## src/rtl/resp_misr_capture_if.sv

```systemverilog
// Response handshake bundle between the circuit under test and the capture stage.
//   resp_valid : producer has a response vector this cycle
//   resp_data  : response vector, bit i = circuit output i
//   resp_ready : capture stage accepts a vector this cycle
// Handshake: a beat transfers on a rising clock edge where resp_valid && resp_ready.
// resp_data is only looked at on such an edge, and the producer may drive anything otherwise.
interface resp_misr_capture_if #(
   parameter int WIDTH = 8
) ();
   logic             resp_valid;
   logic [WIDTH-1:0] resp_data;
   logic             resp_ready;

   modport master (output resp_valid, output resp_data, input resp_ready);
   modport slave  (input resp_valid, input resp_data, output resp_ready);
endinterface

```

## src/rtl/resp_misr_capture.sv

```systemverilog
// Response-capture stage: folds one WIDTH-bit response vector per accepted beat
// into a SIG_W-bit MISR. After pat_count beats it enters DONE and reports whether
// the signature matches the golden value.
// Ports:
//   clk, rst_n          clock (rising edge) and asynchronous active-low reset
//   start               single-cycle start pulse (ignored while a run is active)
//   pat_count, golden   run length and expected signature, sampled on an accepted start
//   resp                response handshake (slave side)
//   busy, done, pass    run active / run finished / signature matched golden (valid with done)
//   signature, count    current MISR contents and beats accepted since the last start
//   state_dbg           current FSM state (IDLE=0, RUN=1, DONE=2)
module resp_misr_capture #(
   parameter int               WIDTH = 8,
   parameter int               SIG_W = 16,
   parameter logic [SIG_W-1:0] POLY  = 16'h100B,
   parameter logic [SIG_W-1:0] SEED  = 16'hFFFF
) (
   input  logic                        clk,
   input  logic                        rst_n,
   input  logic                        start,
   input  logic [SIG_W-1:0]            pat_count,
   input  logic [SIG_W-1:0]            golden,
   resp_misr_capture_if.slave          resp,
   output logic                        busy,
   output logic                        done,
   output logic                        pass,
   output logic [SIG_W-1:0]            signature,
   output logic [SIG_W-1:0]            count,
   output logic [1:0]                  state_dbg
);

   typedef enum logic [1:0] {
      IDLE = 2'd0,
      RUN  = 2'd1,
      DONE = 2'd2
   } state_t;

   state_t           state_q, state_d;
   logic [SIG_W-1:0] sig_q, count_q, target_q, golden_q;
   logic             pass_q;
   logic             ready_w;
   logic             accept;
   logic             start_acc;
   logic             last_beat;
   logic [SIG_W-1:0] data_ext;
   logic [SIG_W-1:0] sig_next;
   logic [SIG_W-1:0] count_inc;

   // A run in progress cannot be restarted; only IDLE and DONE accept start.
   assign start_acc = start && (state_q != RUN);
   assign accept    = resp.resp_valid && ready_w;
   assign count_inc = count_q + {{(SIG_W-1){1'b0}}, 1'b1};
   assign last_beat = (count_inc == target_q);

   always_comb begin
      data_ext              = '0;
      data_ext[WIDTH-1:0]   = resp.resp_data;
   end

   // Galois-style shift with feedback from the MSB, then the response folded in.
   // Only loaded on an accepted beat, so an undriven resp_data never reaches sig_q.
   always_comb begin
      sig_next = {sig_q[SIG_W-2:0], 1'b0} ^ (sig_q[SIG_W-1] ? POLY : '0) ^ data_ext;
   end

   always_ff @(posedge clk or negedge rst_n) begin
      if (!rst_n) begin
         state_q <= IDLE;
      end else begin
         state_q <= state_d;
      end
   end

   always_comb begin
      state_d = state_q;
      ready_w = 1'b0;
      busy    = 1'b0;
      done    = 1'b0;
      case (state_q)
         IDLE: begin
            if (start) state_d = (pat_count != '0) ? RUN : DONE;
         end
         RUN: begin
            ready_w = 1'b1;
            busy    = 1'b1;
            if (accept && last_beat) state_d = DONE;
         end
         DONE: begin
            done = 1'b1;
            if (start) state_d = (pat_count != '0) ? RUN : DONE;
         end
         default: state_d = IDLE;
      endcase
   end

   always_ff @(posedge clk or negedge rst_n) begin
      if (!rst_n) begin
         sig_q    <= '0;
         count_q  <= '0;
         target_q <= '0;
         golden_q <= '0;
         pass_q   <= 1'b0;
      end else if (start_acc) begin
         sig_q    <= SEED;
         count_q  <= '0;
         target_q <= pat_count;
         golden_q <= golden;
         // A zero-length run lands in DONE immediately with the seed as signature.
         pass_q   <= (pat_count == '0) && (SEED == golden);
      end else if (accept) begin
         sig_q   <= sig_next;
         count_q <= count_inc;
         if (last_beat) pass_q <= (sig_next == golden_q);
      end
   end

   assign resp.resp_ready = ready_w;
   assign pass            = pass_q;
   assign signature       = sig_q;
   assign count           = count_q;
   assign state_dbg       = state_q;

endmodule

```

## src/flat_wrapper.sv

```systemverilog
// flat-port wrapper written by rule: the top's interface ports become plain ports
module resp_misr_capture_flat 
#(
   parameter int               WIDTH = 8,
   parameter int               SIG_W = 16,
   parameter logic [SIG_W-1:0] POLY  = 16'h100B,
   parameter logic [SIG_W-1:0] SEED  = 16'hFFFF
)
  (clk, rst_n, start, pat_count, golden, busy, done, pass, signature, count, state_dbg, resp_resp_valid, resp_resp_data, resp_resp_ready);
  resp_misr_capture_if #(.WIDTH(WIDTH)) resp_i ();
  input  logic clk;
  input  logic rst_n;
  input  logic start;
  input  logic [SIG_W-1:0] pat_count;
  input  logic [SIG_W-1:0] golden;
  output logic busy;
  output logic done;
  output logic pass;
  output logic [SIG_W-1:0] signature;
  output logic [SIG_W-1:0] count;
  output logic [1:0] state_dbg;
  input wire logic [$bits(resp_i.resp_valid)-1:0] resp_resp_valid;
  input wire logic [$bits(resp_i.resp_data)-1:0] resp_resp_data;
  output wire logic [$bits(resp_i.resp_ready)-1:0] resp_resp_ready;
  assign resp_i.resp_valid = resp_resp_valid;
  assign resp_i.resp_data = resp_resp_data;
  assign resp_resp_ready = resp_i.resp_ready;
  resp_misr_capture #(.WIDTH(WIDTH), .SIG_W(SIG_W), .POLY(POLY), .SEED(SEED)) u_core (.clk(clk), .rst_n(rst_n), .start(start), .pat_count(pat_count), .golden(golden), .resp(resp_i), .busy(busy), .done(done), .pass(pass), .signature(signature), .count(count), .state_dbg(state_dbg));
endmodule
```

## config.mk

```make
export PLATFORM = sky130hd
export DESIGN_NAME = resp_misr_capture_flat
export DESIGN_NICKNAME = d
export VERILOG_FILES = /design/src/rtl/resp_misr_capture_if.sv /design/src/rtl/resp_misr_capture.sv /design/src/flat_wrapper.sv
export SDC_FILE = /design/constraint.sdc
export NUM_CORES = 1
export LEC_CHECK = 0
export ABC_CLOCK_PERIOD_IN_PS = 2300
export BUFFER_PORTS_ARGS = -buffer_cell sky130_fd_sc_hd__buf_4
export CAP_MARGIN = 20
export CORE_MARGIN = 8
export CORE_UTILIZATION = 49
export CTS_CLUSTER_DIAMETER = 50
export DETAILED_ROUTE_END_ITERATION = 10
export HOLD_SLACK_MARGIN = 0.06
export PLACE_DENSITY = 0.75
export SYNTH_ARGS = -nofsm -noshare
export SYNTH_HDL_FRONTEND = slang
export SYNTH_SLANG_ARGS = --single-unit
```

## constraint.sdc

```tcl
create_clock -name clk -period 2.3 [get_ports clk]
set_clock_uncertainty 0.15 [all_clocks]
set_input_delay 0.46 -clock clk [delete_from_list [all_inputs] [get_ports clk]]
set_output_delay 0.46 -clock clk [all_outputs]
set_load 0.005 [all_outputs]
```

==> flow_metrics.py <==
metrics = {
    "clock_tree": {
        "cts.clk_slew.worst_paths_ns": 0.07,
        "clk_latency_ns": 0.34,
        "clock_path_buffers": 2,
        "cts_root_buf": "clkbuf_8",
        "cts_buffers": 9,
        "cts_tree": "built",
        "clock_sinks": 67,
        "cts-htree-levels": 3,
    },
    "synth": {
        "synth-main-ff-cell": "dfrtp_1",
        "yosysTopAreaCell": "dfrtp_1",
        "synth_nets": 445,
        "synth_common_cells": "nand2_1 (120), dfrtp_1 (67), o21ai_0 (24), xor2_1 (24), xnor2_1 (22)",
        "yosys_register_bits": 67,
        "netlist_instances": 400,
        "synth-warning-count": 0,
        "synthMostInstantiatedCell": "nand2_1",
        "synth_edf_count": 0,
        "synth_top_area_share_pct": 47.7,
        "ys_seq_area_share_pct": 47.7,
        "ys_top_cells_by_area": "dfrtp_1 (48%), nand2_1 (13%), xor2_1 (6.0%)",
        "synth_area_sq_um": 3520,
        "async_flop_share_pct": 100,
        "ys_types": 43,
        "avgSynthCellArea_sq_um": 8.80,
    },
    "drt": {
        "final_antenna_net_count": 0,
        "drc": 0,
        "drt_iter0_drc": 155,
        "num_vias": 3307,
        "firstDrtPassIters": 4,
        "wire_per_inst_microns": 15.6,
        "drt_wl_total_microns": 9540,
        "avgViaCountPerCell": 5.41,
    },
    "critical_path": {
        "endpoint": "u_core.pass",
        "start_kind": "flip-flop",
        "arrival_ns": 2.38,
        "rr_startpoint": "u_core.count[0]",
        "critPathKind": "flip-flop to flip-flop",
        "endpoint_kind": "flip-flop",
        "cp-startpoint": "u_core.count[0]",
        "critPathMaxFanout": 8,
        "r2r_setup_slack_ns": -0.002,
        "ff2ff_path_depth": 7,
        "r2r-end": "u_core.pass",
        "cp.required_ns": 2.37,
    },
    "power_and_ir_drop": {
        "leakagePower_nw": 2.22,
        "powerDensity_nw_per_um2": 1100,
        "peakVddDrop_mv": 0.617,
    },
    "sta": {
        "slew-limit-headroom_pct": 41.3,
        "hold_violations": 0,
        "setup_viol": 1,
        "rsz0062_at_grt": "yes",
        "fin_ws_ns": -0.00213,
        "fin_crit_ns": 2.30,
        "drv_slew": 0,
        "worst_pin_slew_ns": 0.878,
        "max_freq_mhz": 434,
        "min_period_over_period_pct": 100,
    },
    "place": {
        "dp_hpwl_microns": 7140,
        "gp_congestion": 0.854,
        "place_area_sq_um": 4440,
        "port_buffers": 81,
    },
    "global_routing": {
        "grt.total_usage_pct": 19.3,
        "antenna_found_initial": 0,
        "grt_max_degree": 48,
        "grt_overflow": 0,
        "grt_first_pass_wirelength_microns": 15500,
        "grt_pass1_vias": 3334,
    },
    "floorplan": {
        "initial_core_util_pct": 49.6,
        "rows": 31,
        "die_area_sq_um": 10100,
        "pin_count": 82,
        "core-area_sq_um": 7100,
        "die_height_microns": 101,
        "die_w_microns": 101,
    },
    "run": {
        "drv_cap": 0,
    },
    "hold_path": {
        "hold_class": "input port to flip-flop",
        "hold_path_startpoint": "golden[2]",
        "hold_depth": 3,
    },
    "outcome": {
        "status": "complete, but fails checks",
        "violations": "negative setup slack",
    },
    "final_layout": {
        "synthToLayoutAreaGrowth_pct": 33.3,
        "n_antenna_cell": 0,
        "nNetsFinal": 553,
        "final_util_pct": 66.1,
        "final_area_sq_um": 4690,
        "drive_gt1_share_pct": 28.5,
    },
}
-- placed cells by master, fill, tap and decap left out, types with 2 or more instances in the layout --
cell type	Yosys	routed
a22o_1	3	3
xnor2_1	22	22
clkbuf_8	0	9
nand2b_1	2	2
nand3_1	11	10
inv_1	4	4
a21oi_2	0	2
nor2b_1	2	2
xor2_1	24	24
dfrtp_1	67	63
o31ai_1	4	4
nor2_2	1	2
or3_1	5	4
nand2_1	120	119
a31oi_1	3	3
o21ai_1	0	2
clkbuf_1	12	3
nor3_1	5	3
and2_1	2	2
o22a_1	9	9
nor2_1	19	18
o21ai_0	24	22
dfrtp_2	0	4
o41ai_1	2	2
and3_1	3	3
buf_4	1	114
nor3_2	0	2
clkinv_2	0	2
nand4_1	9	9
o21a_1	3	3
a21oi_1	11	9
nor4_1	11	11
-- flip-flops by register name, indices dropped and copies added (netlist names) --
| register | cells |
|---|---|
| u_core.signature | 16 |
| u_core.count | 16 |
| u_core.pass | 1 |
| u_core.target_q | 16 |
| u_core.golden_q | 16 |
| u_core.state_dbg | 2 |
-- critical path: stages (launching register included) --
cell     delay (ns)
dfrtp_2        0.43
nand4_4        0.18
or4_4          0.52
a21oi_2        0.15
nor4_1         0.06
and3_1         0.20
a31oi_1        0.16
mux2_1         0.34
-- where the power goes --
part	total, mW	switching [mW]	internal, mW	leakage, nW
registers	2.06	0.444	1.61	0.834
clock network	0.916	0.423	0.492	0.0902
logic	2.20	1.10	1.10	1.30
-- layout make-up --
cell class	instances	area [sq um]
inverter	4	15.0
timing repair buffer	116	886
multi-input combinational	310	1810
clock inverter	3	40.0
clock buffer	12	135
tap	99	124
sequential	67	1680
fill	623	2410
-- kinds of logic (layout without fill, tap and decap cells) --
group	Yosys count	in the layout	synth area share, %
multiplexers	2	2	0.605
XOR/XNOR	46	46	11.5
flip-flops	67	67	47.7
AO/OA/AOI/OAI	64	64	11.7
adder cells (fa/ha/maj)	1	1	0.356
buffers and inverters	23	135	2.70
AND/OR/NAND/NOR	197	197	25.5
-- per-stage QoR --
step	hold WS, ns	worst slack [ns]	total power [mW]	TNS (ns)	cells
2_1_floorplan	0.0144	0.0607	3.33	0	400
3_3_place_gp	0.214	-0.0354	4.13	-0.0354	594
3_5_place_dp	0.215	-0.0654	4.21	-0.0654	594
4_1_cts	0.155	0.0243	5.16	0	610
5_1_grt	0.161	-0.0908	5.56	-0.0908	611
6_report	0.166	-0.00213	5.17	-0.00213	611
-- what timing repair did --
| item | 4_1_cts | 5_1_grt |
|---|---|---|
| setup buffers | 0 | 1 |
| endpoints found under the hold margin | 20 | 0 |
| gates resized for setup | 5 | 12 |
| pin swaps | 5 | 2 |
| setup endpoints to repair | 1 | 2 |
| hold buffers | 1 | 0 |
-- worst min-delay path by stage --
stage,endpoint
global placement,u_core.count[3]
CTS,u_core.golden_q[2]
floorplan,u_core.count[0]
finish,u_core.golden_q[2]
detailed placement,u_core.count[1]
global route,u_core.target_q[11]
-- routing by layer --
| metal | GRT usage, % | vias to the layer above | wire length [microns] |
|---|---|---|---|
| met5 | 0 | - | 0 |
| met4 | 6.51 | 0 | 155 |
| met1 | 22.6 | 1605 | 3820 |
| met2 | 32.9 | 101 | 4850 |
| met3 | 5.59 | 20 | 709 |
| li1 | - | 1581 | - |
No activity file was read; power rests on OpenSTA's default activity.
